[config.mk]
export PLATFORM = sky130hd
export DESIGN_NAME = uart_rx_cmd_parser
export DESIGN_NICKNAME = d
export VERILOG_FILES = /design/src/rtl/uart_rx_cmd_parser.sv
export SDC_FILE = /design/constraint.sdc
export NUM_CORES = 1
export LEC_CHECK = 0
export ABC_CLOCK_PERIOD_IN_PS = 2800
export BUFFER_PORTS_ARGS = -buffer_cell sky130_fd_sc_hd__buf_2
export CORE_MARGIN = 4
export CORE_UTILIZATION = 43
export DETAILED_ROUTE_END_ITERATION = 16
export PLACE_DENSITY_LB_ADDON = 0.12
export SYNTH_ARGS = -nofsm -noshare
export SYNTH_HDL_FRONTEND = slang
export SYNTH_SLANG_ARGS = --single-unit
export TNS_END_PERCENT = 30
[constraint.sdc]
create_clock -name clk -period 2.8 [get_ports clk]
set_clock_uncertainty 0.15 [all_clocks]
set_input_delay 0.42 -clock clk [delete_from_list [all_inputs] [get_ports clk]]
set_output_delay 0.42 -clock clk [all_outputs]
set_load 0.005 [all_outputs]
[src/rtl/uart_rx_cmd_parser.sv]
// Turns a received byte stream into register write/read and ALU requests,
// and returns read data and ALU results as bytes on a valid/ready transmit port.
module uart_rx_cmd_parser #(
    parameter int unsigned dataWidth = 8,
    parameter int unsigned addrWidth = 4,
    parameter int unsigned TIMEOUT   = 1024
) (
    input  logic                   clk,
    input  logic                   rst,
    input  logic [dataWidth-1:0]   rx_data,
    input  logic                   rx_valid,
    output logic                   wr_en,
    output logic                   rd_en,
    output logic [addrWidth-1:0]   addr,
    output logic [dataWidth-1:0]   wr_data,
    input  logic [dataWidth-1:0]   rd_data,
    input  logic                   rd_data_valid,
    output logic                   alu_en,
    output logic [dataWidth-1:0]   alu_a,
    output logic [dataWidth-1:0]   alu_b,
    output logic [3:0]             alu_fun,
    input  logic [2*dataWidth-1:0] alu_result,
    input  logic                   alu_valid,
    output logic [dataWidth-1:0]   tx_data,
    output logic                   tx_valid,
    input  logic                   tx_ready,
    output logic                   busy,
    output logic                   frame_err
);

    localparam int unsigned CntWidth = $clog2(TIMEOUT + 1);
    localparam logic [dataWidth-1:0] CmdWrite = dataWidth'(8'hAA);
    localparam logic [dataWidth-1:0] CmdRead  = dataWidth'(8'hBB);
    localparam logic [dataWidth-1:0] CmdAlu   = dataWidth'(8'hCC);
    localparam logic [CntWidth-1:0]  CntLast  = CntWidth'(TIMEOUT - 1);

    typedef enum logic [3:0] {
        S_IDLE,
        S_WR_ADDR,
        S_WR_DATA,
        S_RD_ADDR,
        S_RD_WAIT,
        S_ALU_A,
        S_ALU_B,
        S_ALU_FUN,
        S_ALU_WAIT,
        S_TX_LO,
        S_TX_LAST
    } state_e;

    state_e               state_q, state_d;
    logic [CntWidth-1:0]  cnt_q, cnt_d;
    logic [addrWidth-1:0] wr_addr_q, wr_addr_d;
    logic [dataWidth-1:0] res_hi_q, res_hi_d;
    logic [addrWidth-1:0] addr_q, addr_d;
    logic [dataWidth-1:0] wr_data_q, wr_data_d;
    logic [dataWidth-1:0] alu_a_q, alu_a_d;
    logic [dataWidth-1:0] alu_b_q, alu_b_d;
    logic [3:0]           alu_fun_q, alu_fun_d;
    logic [dataWidth-1:0] tx_data_q, tx_data_d;
    logic                 tx_valid_q, tx_valid_d;
    logic                 wr_en_q, wr_en_d;
    logic                 rd_en_q, rd_en_d;
    logic                 alu_en_q, alu_en_d;
    logic                 busy_q, busy_d;
    logic                 frame_err_q, frame_err_d;
    logic                 timed;
    logic                 tx_hs;

    always_ff @(posedge clk or posedge rst) begin
        if (rst) begin
            state_q     <= S_IDLE;
            cnt_q       <= '0;
            wr_addr_q   <= '0;
            res_hi_q    <= '0;
            addr_q      <= '0;
            wr_data_q   <= '0;
            alu_a_q     <= '0;
            alu_b_q     <= '0;
            alu_fun_q   <= '0;
            tx_data_q   <= '0;
            tx_valid_q  <= 1'b0;
            wr_en_q     <= 1'b0;
            rd_en_q     <= 1'b0;
            alu_en_q    <= 1'b0;
            busy_q      <= 1'b0;
            frame_err_q <= 1'b0;
        end else begin
            state_q     <= state_d;
            cnt_q       <= cnt_d;
            wr_addr_q   <= wr_addr_d;
            res_hi_q    <= res_hi_d;
            addr_q      <= addr_d;
            wr_data_q   <= wr_data_d;
            alu_a_q     <= alu_a_d;
            alu_b_q     <= alu_b_d;
            alu_fun_q   <= alu_fun_d;
            tx_data_q   <= tx_data_d;
            tx_valid_q  <= tx_valid_d;
            wr_en_q     <= wr_en_d;
            rd_en_q     <= rd_en_d;
            alu_en_q    <= alu_en_d;
            busy_q      <= busy_d;
            frame_err_q <= frame_err_d;
        end
    end

    always_comb begin
        state_d     = state_q;
        cnt_d       = '0;
        wr_addr_d   = wr_addr_q;
        res_hi_d    = res_hi_q;
        addr_d      = addr_q;
        wr_data_d   = wr_data_q;
        alu_a_d     = alu_a_q;
        alu_b_d     = alu_b_q;
        alu_fun_d   = alu_fun_q;
        tx_data_d   = tx_data_q;
        tx_valid_d  = tx_valid_q;
        wr_en_d     = 1'b0;
        rd_en_d     = 1'b0;
        alu_en_d    = 1'b0;
        frame_err_d = 1'b0;
        timed       = 1'b0;
        tx_hs       = tx_valid_q && tx_ready;

        case (state_q)
            S_IDLE: begin
                if (rx_valid) begin
                    case (rx_data)
                        CmdWrite: state_d = S_WR_ADDR;
                        CmdRead:  state_d = S_RD_ADDR;
                        CmdAlu:   state_d = S_ALU_A;
                        default:  frame_err_d = 1'b1;
                    endcase
                end
            end
            S_WR_ADDR: begin
                timed = 1'b1;
                if (rx_valid) begin
                    wr_addr_d = rx_data[addrWidth-1:0];
                    state_d   = S_WR_DATA;
                end
            end
            S_WR_DATA: begin
                timed = 1'b1;
                if (rx_valid) begin
                    addr_d    = wr_addr_q;
                    wr_data_d = rx_data;
                    wr_en_d   = 1'b1;
                    state_d   = S_IDLE;
                end
            end
            S_RD_ADDR: begin
                timed = 1'b1;
                if (rx_valid) begin
                    addr_d  = rx_data[addrWidth-1:0];
                    rd_en_d = 1'b1;
                    state_d = S_RD_WAIT;
                end
            end
            S_RD_WAIT: begin
                timed       = 1'b1;
                frame_err_d = rx_valid;
                if (rd_data_valid) begin
                    tx_data_d  = rd_data;
                    tx_valid_d = 1'b1;
                    state_d    = S_TX_LAST;
                end
            end
            S_ALU_A: begin
                timed = 1'b1;
                if (rx_valid) begin
                    alu_a_d = rx_data;
                    state_d = S_ALU_B;
                end
            end
            S_ALU_B: begin
                timed = 1'b1;
                if (rx_valid) begin
                    alu_b_d = rx_data;
                    state_d = S_ALU_FUN;
                end
            end
            S_ALU_FUN: begin
                timed = 1'b1;
                if (rx_valid) begin
                    alu_fun_d = rx_data[3:0];
                    alu_en_d  = 1'b1;
                    state_d   = S_ALU_WAIT;
                end
            end
            S_ALU_WAIT: begin
                timed       = 1'b1;
                frame_err_d = rx_valid;
                if (alu_valid) begin
                    tx_data_d  = alu_result[dataWidth-1:0];
                    res_hi_d   = alu_result[2*dataWidth-1:dataWidth];
                    tx_valid_d = 1'b1;
                    state_d    = S_TX_LO;
                end
            end
            S_TX_LO: begin
                frame_err_d = rx_valid;
                if (tx_hs) begin
                    tx_data_d = res_hi_q;
                    state_d   = S_TX_LAST;
                end
            end
            S_TX_LAST: begin
                frame_err_d = rx_valid;
                if (tx_hs) begin
                    tx_valid_d = 1'b0;
                    state_d    = S_IDLE;
                end
            end
            default: state_d = S_IDLE;
        endcase

        // A state change always restarts the count, so an event in the expiry cycle wins.
        if (timed && (state_d == state_q)) begin
            if (cnt_q == CntLast) begin
                state_d     = S_IDLE;
                frame_err_d = 1'b1;
            end else begin
                cnt_d = cnt_q + 1'b1;
            end
        end

        busy_d = (state_d != S_IDLE);
    end

    assign wr_en     = wr_en_q;
    assign rd_en     = rd_en_q;
    assign addr      = addr_q;
    assign wr_data   = wr_data_q;
    assign alu_en    = alu_en_q;
    assign alu_a     = alu_a_q;
    assign alu_b     = alu_b_q;
    assign alu_fun   = alu_fun_q;
    assign tx_data   = tx_data_q;
    assign tx_valid  = tx_valid_q;
    assign busy      = busy_q;
    assign frame_err = frame_err_q;

endmodule

Yosys cells after proc, flatten, opt, wreduce, memory -nomap -nowiden:

Cells that the tools add are included.

* register bits: 73
* latch bits: 0
* bits in writable memories: 0
* memory bits (read-only): 0
* input port bits: 38
* output and inout bits: 46
* logic and storage cells: 95
* memories: 0

* add/subtract/negate cells: 1
* multiply operators: 0
* divide/modulo/power cells: 0
* magnitude comparators: 0
* eq/ne operators: 21
* shifts and indexed selects: 0
* mux-type cells: 38
* bitwise operators: 0
* reductions and logical operators: 19

Operators by type and width (count)
* $mux W4: 15
* $pmux W4 S11: 1
* $eq A8 B8 Y1 const B: 3
* $mux W8: 3
* $pmux W8 S3: 1
* $mux W11: 2
* $eq A4 B3 Y1 const B: 4
* $eq A4 B4 Y1 const B: 3
* $mux W1: 12
* $ne A2 B2 Y1 const B: 6
* $pmux W4 S3: 1
* $reduce_and A2 Y1: 6
* $add A11 B1 Y11 const B: 1
* $eq A11 B10 Y1 const B: 1
* $eq A4 B2 Y1 const B: 2
* $pmux W4 S2: 1
* $reduce_and A4 Y1: 2
* $reduce_or A8 Y1: 1
* $reduce_bool A3 Y1: 2
* $eq A4 B1 Y1 const B: 1
* $eq A4 B4 Y1: 1
* $logic_not A4 Y1: 1
* $reduce_bool A4 Y1: 1
* $reduce_or A4 Y1: 1
* other kinds (6): 7

Depth between registers and ports, before layout:

Gate-level depths: netlist of run 1.

* depth after elaboration: 8
* gate-level depth with buffers: 7
* depth with buffers taken out: 6

Worst setup path after synthesis of run 1:

Ideal clock, no wire load.

* kind: input to register
* start point: input port rx_valid
* end point: register cnt_q[3]
* setup time: 167 ps
* arrival time: 2006 ps
* data required time: 2483 ps
* setup slack: 477 ps
* cell stages on the path: 7
* buffers on the path: 2
* cells stage by stage: buf_2 -> or3b_1 -> or4_1 -> a32oi_1 -> or4_4 -> buf_6 -> nor3_1

* cells in the longest elaborated chain, start to end: 5
* elaborated cells on any way between the ends: 11
* those cells by class: eq/ne: 1; mux: 9; reduce/logical: 1

Ends and longest elaborated chain
* from (decl): RTL line 11 `input logic rx_valid,`
* $mux W4, or another cell as far along: RTL line 187 `if (rx_valid) begin`
* $pmux W4 S11 (*): RTL line 127 `case (state_q)`
* $eq A4 B4 Y1 (*): RTL line 221 `if (timed && (state_d == state_q)) begin`
* $logic_and A1 B1 Y1 (*): RTL line 221
* $mux W11 (*): RTL line 221
* via cnt_d[3]: RTL line 52 `logic [CntWidth-1:0] cnt_q, cnt_d;`
* to (signal assigned): RTL line 90 `cnt_q <= cnt_d;`
* to (decl): RTL line 52

The timed path passes the listed nets; every way through them passes the cells marked *.
A chain may end at the register's enable or synchronous reset.

Worst setup path after layout of run 1:

* start point: register state_q[3]
* end point: register cnt_q[1]

* cells in the longest elaborated chain, start to end: 6
* elaborated cells on any way between the ends: 29
* those cells by class: eq/ne: 11; mux: 15; reduce/logical: 3

Ends and longest elaborated chain
* from (decl): RTL line 51 `state_e state_q, state_d;`
* from (signal assigned): RTL line 89 `state_q <= state_d;`
* $pmux W4 S3: RTL line 130 `case (rx_data)`
* $mux W4: RTL line 129 `if (rx_valid) begin`
* $pmux W4 S11: RTL line 127
* $eq A4 B4 Y1: RTL line 221
* $logic_and A1 B1 Y1 (*): RTL line 221
* $mux W11 (*): RTL line 221
* via cnt_d[1]: RTL line 52

Marks and branches as above.

==> summary.md, run 1 <==
| Metric | Value |
|---|---|
| Synth Area in XOR/XNOR | under 10% |
| Post-synth cell types | 50 |
| CTS buffer count | 9 |
| Critical path capture point | cnt_q[1] |
| Worst setup EP type | flop |
| Global route overflow | 0 |
| Placed cell areas | 4080 um^2 |
| Hold buffers post-CTS | 0 |
| Buffers added on ports | 83 |
| Final instance area | roughly 4300 um^2 |
| Final WL | between 8000 and 9000 um |
| Root Driver | clkbuf_8 |
| Post-Synth Adder-Cell Area | 0.361% |
| Post-synth top area share | 52.7% |
| Die W | a little under 100 um |
| Top cells by count, synth | 73 x dfrtp_1, 40 x mux2_2, 35 x nand2_1 |
| Compound-Gate Fraction of Synth Area | about a tenth |
| Slew headroom | 54.3% |
| First-pass GRT wire length | 14100 um |
| Post-layout nets | around 440 |
| Core Region | roughly 7800 um^2 |
| Post-Synthesis Cells | about 300 |
| Run status | complete, but fails checks |
| Vias in the first global route | roughly 2900 |
| Worst-Skew Late Latency | ~340 ps |
| Dpl ws | approximately 190 ps |
| FFs w/ async S/R, synth | between 90% and 100% |
| Residual DRC | 0 |
| Most numerous cell in the Yosys netlist | dfrtp_1 |
| Fmax | 0.390 GHz |
| Synthesized net count | between 300 and 400 |
| Vias | about 2700 |
| Initial DRC count | just over 200 |
| Simple-gate share of the synthesized area | between 10% and 20% |
| Main combinational cell family by area after synthesis | simple AND/OR/NAND/NOR gates |
| Setup TNS | 0 ps |
| Worst R2R Path Depth | 6 |
| Maximum VDD drop | 0.421 mV |
| Max H-tree Level | 3 |
| Reg2reg end | cnt_q[1] |
| Clock tree buffer depth | 2 |
| Crit path max fanout | 13 |
| Data required time of the worst path | approximately 2900 ps |
| # diodes | 0 |
| Initial antenna violation count | 0 |
| PD cells | 947 nW/um^2 |
| Startpoint class of the critical path | flop |
| CP arrival | between 2000 and 3000 ps |
| Hpwl dp | ~6000 um |
| CTS tree | done |
| Total iterations of the first detailed-routing run | 4 |
| Setup crit start | state_q[3] |
| Final Hold Fails | 5 |
| Final worst-path cycle share | between 90% and 100% |
| Fin. max-slew vios | 0 |
| I/O pins | 84 |
| Multi-input logic area | around 1600 um^2 |
| Register area | between 1500 and 2000 um^2 |
| Mapped Area | 3460 um^2 |
| Initial core utilization | around 45% |
| Synth Flop Type | dfrtp_1 |
| Final Setup Violations | 0 |
| Worst r2r src | state_q[3] |
| Syn. warnings | 0 |
| Number of enable-type register cells in the synthesized netlist | 0 |
| Failing checks | negative hold slack |
| HP Class | in -> async |
| Top cells by area, synth | dfrtp_1 53%, mux2_2 13%, nand2_1 3.8% |
| Lkg Pwr | 0.00211 uW |
| Yosys reg bits | 73 |
| Setup WS post-layout | between 200 and 250 ps |
| Critical path class | reg -> reg |
| Die area | about 9600 um^2 |
| Max-capacitance violation count | 0 |
| Largest net degree at the start of global routing | 74 |
| Yosys top cell by area | dfrtp_1 |
| Clock period minus final worst setup slack | around 2600 ps |
| Vias/cell | around 5.3 |
| Post-DR wirelength/cell | roughly 16 um |
| Flop2flop setup slack | around 240 ps |
| Register clock-pin slew on the reported worst setup and hold paths | approximately 80 ps |
| Fin util | between 50% and 60% |
| Total GRT Usage | a little under a fifth |
| Die Ht | just under 100 um |
| Unrepaired setup endpoints after global routing | false |
| Layout cells sized above 1 | 40.2% |
| Detail Route Antenna Nets | 0 |
| Worst-margin pin slew | 679 ps |
| Mux contribution to synthesized area | 14.2% |
| Syn Area/Cell | between 10 and 15 um^2 |
| Hold slack | -15.0 ps |
| Std-Cell Rows | 32 |
| Fill cells | 680 |
| Seq/Total Area, Yosys | roughly 53% |
| Area grow syn2layout | 24.7% |
| Final GP Congestion | between 0.8 and 0.9 |
| Clock sinks | 73 |
==> how the worst min path moves through the flow <==
stage	startpoint	to	slack, ps
floorplan	wr_data[1]	wr_data[1]	320
detailed placement	wr_data[4]	wr_data[4]	310
finish	rst	cnt_q[8]	-20
global placement	wr_data[3]	wr_data[3]	300
CTS	rst	cnt_q[8]	10
global route	rst	cnt_q[8]	40
==> routing by layer <==
layer  vias up  wire [um]  part of all wire [%]  GRT usage (%)
met4         0        119                   1.4           6.82
li1       1319          -                     -              -
met1      1322       3790                    46           24.0
met3        13        450                   5.4           4.29
met5         -          0                     0              0
met2        73       3950                    48           28.8
==> cells by family after synthesis <==
logic type,after synthesis
flip-flops,73
multiplexers,44
adder cells (fa/ha/maj),1
buffers and inverters,18
XOR/XNOR,9
AO/OA/AOI/OAI,47
AND/OR/NAND/NOR,115
==> stage by stage <==
step	cells	power, uW
finish	510	4090
global route	510	4380
CTS	510	4140
detailed placement	494	3150
global placement	494	3130
floorplan	307	2600
==> power by group <==
group	switching (uW)	total, uW	internal [uW]
sequential	220	1640	1420
clock	387	962	575
combinational	741	1490	748
==> flip-flops by register name, summed over array words and instances, names as in the netlist <==
signal	cells
alu_a	8
state_q	4
cnt_q	11
busy	1
wr_data	8
rd_en	1
alu_fun	4
alu_en	1
tx_valid	1
wr_addr_q	4
wr_en	1
addr	4
alu_b	8
frame_err	1
tx_data	8
res_hi_q	8
==> critical path, stage by stage, from the launching register on <==
cell and delay, ps:
dfrtp_1 440, buf_4 200, or3b_1 410, or4_1 530, a32oi_1 330, nor4_1 160
and3_1 230
==> cell usage in the layout (no fill, tap or decap), types with 3 or more instances in the layout <==
| cell type | instances |
|---|---|
| buf_2 | 83 |
| dfrtp_1 | 73 |
| mux2_2 | 40 |
| nand2_1 | 35 |
| nor2_1 | 15 |
| buf_4 | 15 |
| and3_1 | 12 |
| a21oi_1 | 12 |
| clkbuf_8 | 12 |
| nor3_1 | 9 |
| a221o_1 | 8 |
| nand3_1 | 8 |
| o21ai_0 | 7 |
| xor2_1 | 6 |
| nand4_1 | 5 |
| o22ai_1 | 4 |
| mux2i_1 | 4 |
| nand2b_1 | 3 |
| nor3_2 | 3 |
| nor4_1 | 3 |
| and4b_1 | 3 |
| and2_1 | 3 |
| xnor2_1 | 3 |
| a32oi_1 | 3 |
==> cell type report <==
cell class,instances,share of cell area (%)
flip-flops and latches,73,42.3
repair buffers,99,12.7
clock buffers,12,3.82
clock inverters,4,1.71
well taps,102,2.95
inverters,4,0.348
multi-input cells,216,36.2
==> timing repair <==
item,CTS,global route
gates resized for setup,0,1
endpoints found under the setup margin,0,5
buffers inserted,0,0
(Power assumes the default switching activity.)
==> inputs of run 2 (changes only) <==
Settings changed: ABC_AREA set to 1, SLEW_MARGIN set to 0.
==> run 2 against run 1 <==
The flow now finishes without violations. Clock power is 11% lower. Combinational power up 4%. Total power shrank 2.5%. Non-clock buffer count down 10. Highest routed layer unchanged.
==> summary.md, run 2 <==
| Metric | Value |
|---|---|
| Clock sinks | 73 (unchanged) |
| Hpwl dp | 5990 um (+1.8%) |
| Sw Ratio | 38.3% (+5.3 points) |
| Run status | complete, no violations |
| Hold buffers post-CTS | 0 (unchanged) |
| CTS buffer count | 9 (unchanged) |
| Worst path cell trace | inv_1 > nor2_2 > nand3_2 > nand3_1 > nor2_2 > nand3_1 > nand2_1 > nor2_2 > nand2_1 > nor3b_1 |
| Register clock-pin slew on the reported worst setup and hold paths | 70 ps (about the same) |
| Gate power share | 38.9% (+2.5 points) |
| FFs w/ async S/R, synth | 100% (unchanged) |
| Residual DRC | 0 (unchanged) |
| Die area | 9540 um^2 (-0.16%) |
| Most frequent CP cell | nor2_2 |
| Tot Pwr | 3990 uW (-2.5%) |
| CP peak stage delay | 600 ps (+70 ps) |
| Worst-Skew Late Latency | 340 ps (about the same) |
| Global route overflow | 0 (unchanged) |
| Biggest register | cnt_q |
| Yosys reg bits | 73 (unchanged) |
| Largest net degree at the start of global routing | 43 (-42%) |
| CTS tree | done |
| Post-synth top area share | 52.8% (+0.095 points) |
| Switch Pwr | 1530 uW (+13%) |
| Post-layout nets | 541 (+22%) |
| Top cells by count, synth | 127 x nand2_1, 73 x dfrtp_1, 49 x nor2_1 |
| Vias/cell | 4.76 (-11%) |
| Max reg flops | 11 (unchanged) |
| Die Ht | 97.7 um (about the same) |
| Lkg Pwr | 0.00229 uW (+8.9%) |
| Seq/Total Area, Yosys | 52.8% (+0.095 points) |
| CP arrival | 2400 ps (-250 ps) |
| CP max-delay cell | dfrtp_1 |
| Post-Synthesis Cells | 409 (+33%) |
| Fin. max-slew vios | 0 (unchanged) |
| Critical path capture point | cnt_q[2] |
| Worst setup EP type | flop |
| Crit path max fanout | 11 (-2) |
| Pint | 2460 uW (-10%) |
| Worst R2R Path Depth | 10 (+4) |
| Clock period minus final worst setup slack | 2300 ps (-264 ps) |
| Layout cells sized above 1 | 28.0% (-12 points) |
| Syn Area/Cell | 8.45 um^2 (-25%) |
| Worst-margin pin slew | 684 ps (+4.73 ps) |
| Max-capacitance violation count | 0 (unchanged) |
| Post-synth cell types | 37 (-26%) |
| Final worst-path cycle share | 82.1% (-9.4 points) |
| Final Hold Fails | 0 (-5) |
| # diodes | 0 (unchanged) |
| Initial DRC count | 174 (-16%) |
| Final GP Congestion | 0.930 (+5.2%) |
| Std-Cell Rows | 32 (unchanged) |
| Number of enable-type register cells in the synthesized netlist | 0 (unchanged) |
| Total GRT Usage | 17.4% (-0.64 points) |
| Flop2flop setup slack | 500 ps (+260 ps) |
| Worst r2r src | state_q[1] |
| CTS resizes | 0 (unchanged) |
| Initial core utilization | 44.5% (-0.081 points) |
| Maximum VDD drop | 0.421 mV (-0.22%) |
| Clock tree buffer depth | 2 (unchanged) |
| Detail Route Antenna Nets | 0 (unchanged) |
| Mapped Area | 3460 um^2 (-0.18%) |
| Post-DR wirelength/cell | 13.0 um (-20%) |
| Unrepaired setup endpoints after global routing | false |
| Sequential Power Share | 39.7% (-0.4 points) |
| PD cells | 945 nW/um^2 (-0.24%) |
| Slew headroom | 54.3% (about the same) |
| Area grow syn2layout | 22.1% |
| Reg2reg end | cnt_q[2] |
| Fmax | 0.435 GHz (+11%) |
| Final Setup Violations | 0 (unchanged) |
| Startpoint class of the critical path | flop |
| I/O pins | 84 (unchanged) |
| Syn. warnings | 0 (unchanged) |
| Synthesized net count | 448 (+29%) |
| Vias in the first global route | 2824 (-1.8%) |
| Commonest non-fill, non-tap cell in the layout | nand2_1 |
| Vias | 2899 (+6.3%) |
| Data required time of the worst path | 2900 ps (+20 ps) |
| Setup crit start | state_q[1] |
| Commonest non-fill, non-tap cells in the layout | 127 x nand2_1, 83 x buf_2, 73 x dfrtp_1 |
| Fill cells | 781 (+15%) |
| Root Driver | clkbuf_8 |
| Setup repair bufs after CTS | 0 (unchanged) |
| Critical path class | reg -> reg |
| Setup TNS | 0 ps (unchanged) |
| Max H-tree Level | 3 (unchanged) |
| Final WL | 7910 um (-4.7%) |
| Die W | 97.7 um (about the same) |
| Synth Flop Type | dfrtp_1 |
| Yosys top cell by area | dfrtp_1 |
| Buffers added on ports | 83 (unchanged) |
| Total iterations of the first detailed-routing run | 4 (unchanged) |
| Most numerous cell in the Yosys netlist | nand2_1 |
| Proportion of power drawn by the clock network | 21.4% (-2.1 points) |
| Top cells by area, synth | dfrtp_1 53%, nand2_1 14%, nor2_1 5.3% |
| Initial antenna violation count | 0 (unchanged) |
| HP Class | in -> async |
| First-pass GRT wire length | 13400 um (-4.9%) |
| Core Region | 7770 um^2 (unchanged) |
-- run 2: cell types whose count changed after synthesis, moves of 7 or more --
cell / before / now
o21ai_0: 7 / 33
a221o_1: 8 / 0
inv_2: 0 / 10
nand2_1: 35 / 127
a41oi_1: 1 / 8
inv_1: 2 / 30
nor2_1: 15 / 49
and3_1: 12 / 0
nor2_2: 0 / 7
nor3_1: 9 / 1
mux2_2: 40 / 4
-- run 2: per-stage QoR --
stage,instance area (um^2),util [%],hold WS (ps),cells,setup slack [ps]
floorplan,3460,-,299,409,377
finish,4220,54.4,26.1,609,500
CTS,4220,54.4,38.4,609,487
detailed placement,4020,51.7,318,593,506
global route,4220,54.4,77.2,609,307
global placement,4020,51.7,310,593,524
-- run 2: layout make-up --
class	instances	area [um^2]	area share, %
sequential	73	1830	43.3
multi-input combinational	287	1430	33.9
timing repair buffer	89	473	11.2
clock buffer	14	173	4.09
inverter	42	158	3.73
tap	102	128	3.02
clock inverter	2	35.0	0.830
-- run 2: critical path: cells and delay by family (launching register included) --
family | cells | cell delay [ps]
buf+inv | 1 | 200
flops | 1 | 600
simple gates | 9 | 1250
-- run 2: metal layers --
metal	routed length, um	GRT usage, %	up-vias	part of all wire (%)
met4	165	7.88	0	2.1
met5	0	0	-	0
met3	434	3.95	13	5.5
met2	3500	26.3	78	44
li1	-	-	1495	-
met1	3810	23.9	1313	48
-- run 2: power by group through the flow --
stage	registers [uW]	clock network (uW)	logic, uW
after floorplan	1580	0	1130
after CTS	1590	876	1570
after global routing	1630	925	1780
after global placement	1590	0	1550
after detailed placement	1600	0	1560
final	1580	853	1550
-- run 2: worst min path at each step --
stage | slack (ps) | to | depth (start not counted) | from
after floorplan | 300 | res_hi_q[0] | 2 | res_hi_q[0]
after global placement | 310 | wr_data[2] | 2 | wr_data[2]
after detailed placement | 320 | res_hi_q[3] | 2 | res_hi_q[3]
after CTS | 40 | cnt_q[4] | 2 | rst
after global routing | 80 | cnt_q[4] | 2 | rst
final | 30 | cnt_q[5] | 2 | rst
-- run 2: kinds of logic after synthesis --
family / count (synthesis) / share of synthesized area (%)
multiplexers: 4 / 1.30
buffers and inverters: 49 / 5.79
flip-flops: 73 / 52.8
XOR/XNOR: 4 / 1.01
AND/OR/NAND/NOR: 218 / 28.7
adder cells (fa/ha/maj): 1 / 0.362
AO/OA/AOI/OAI: 60 / 9.95
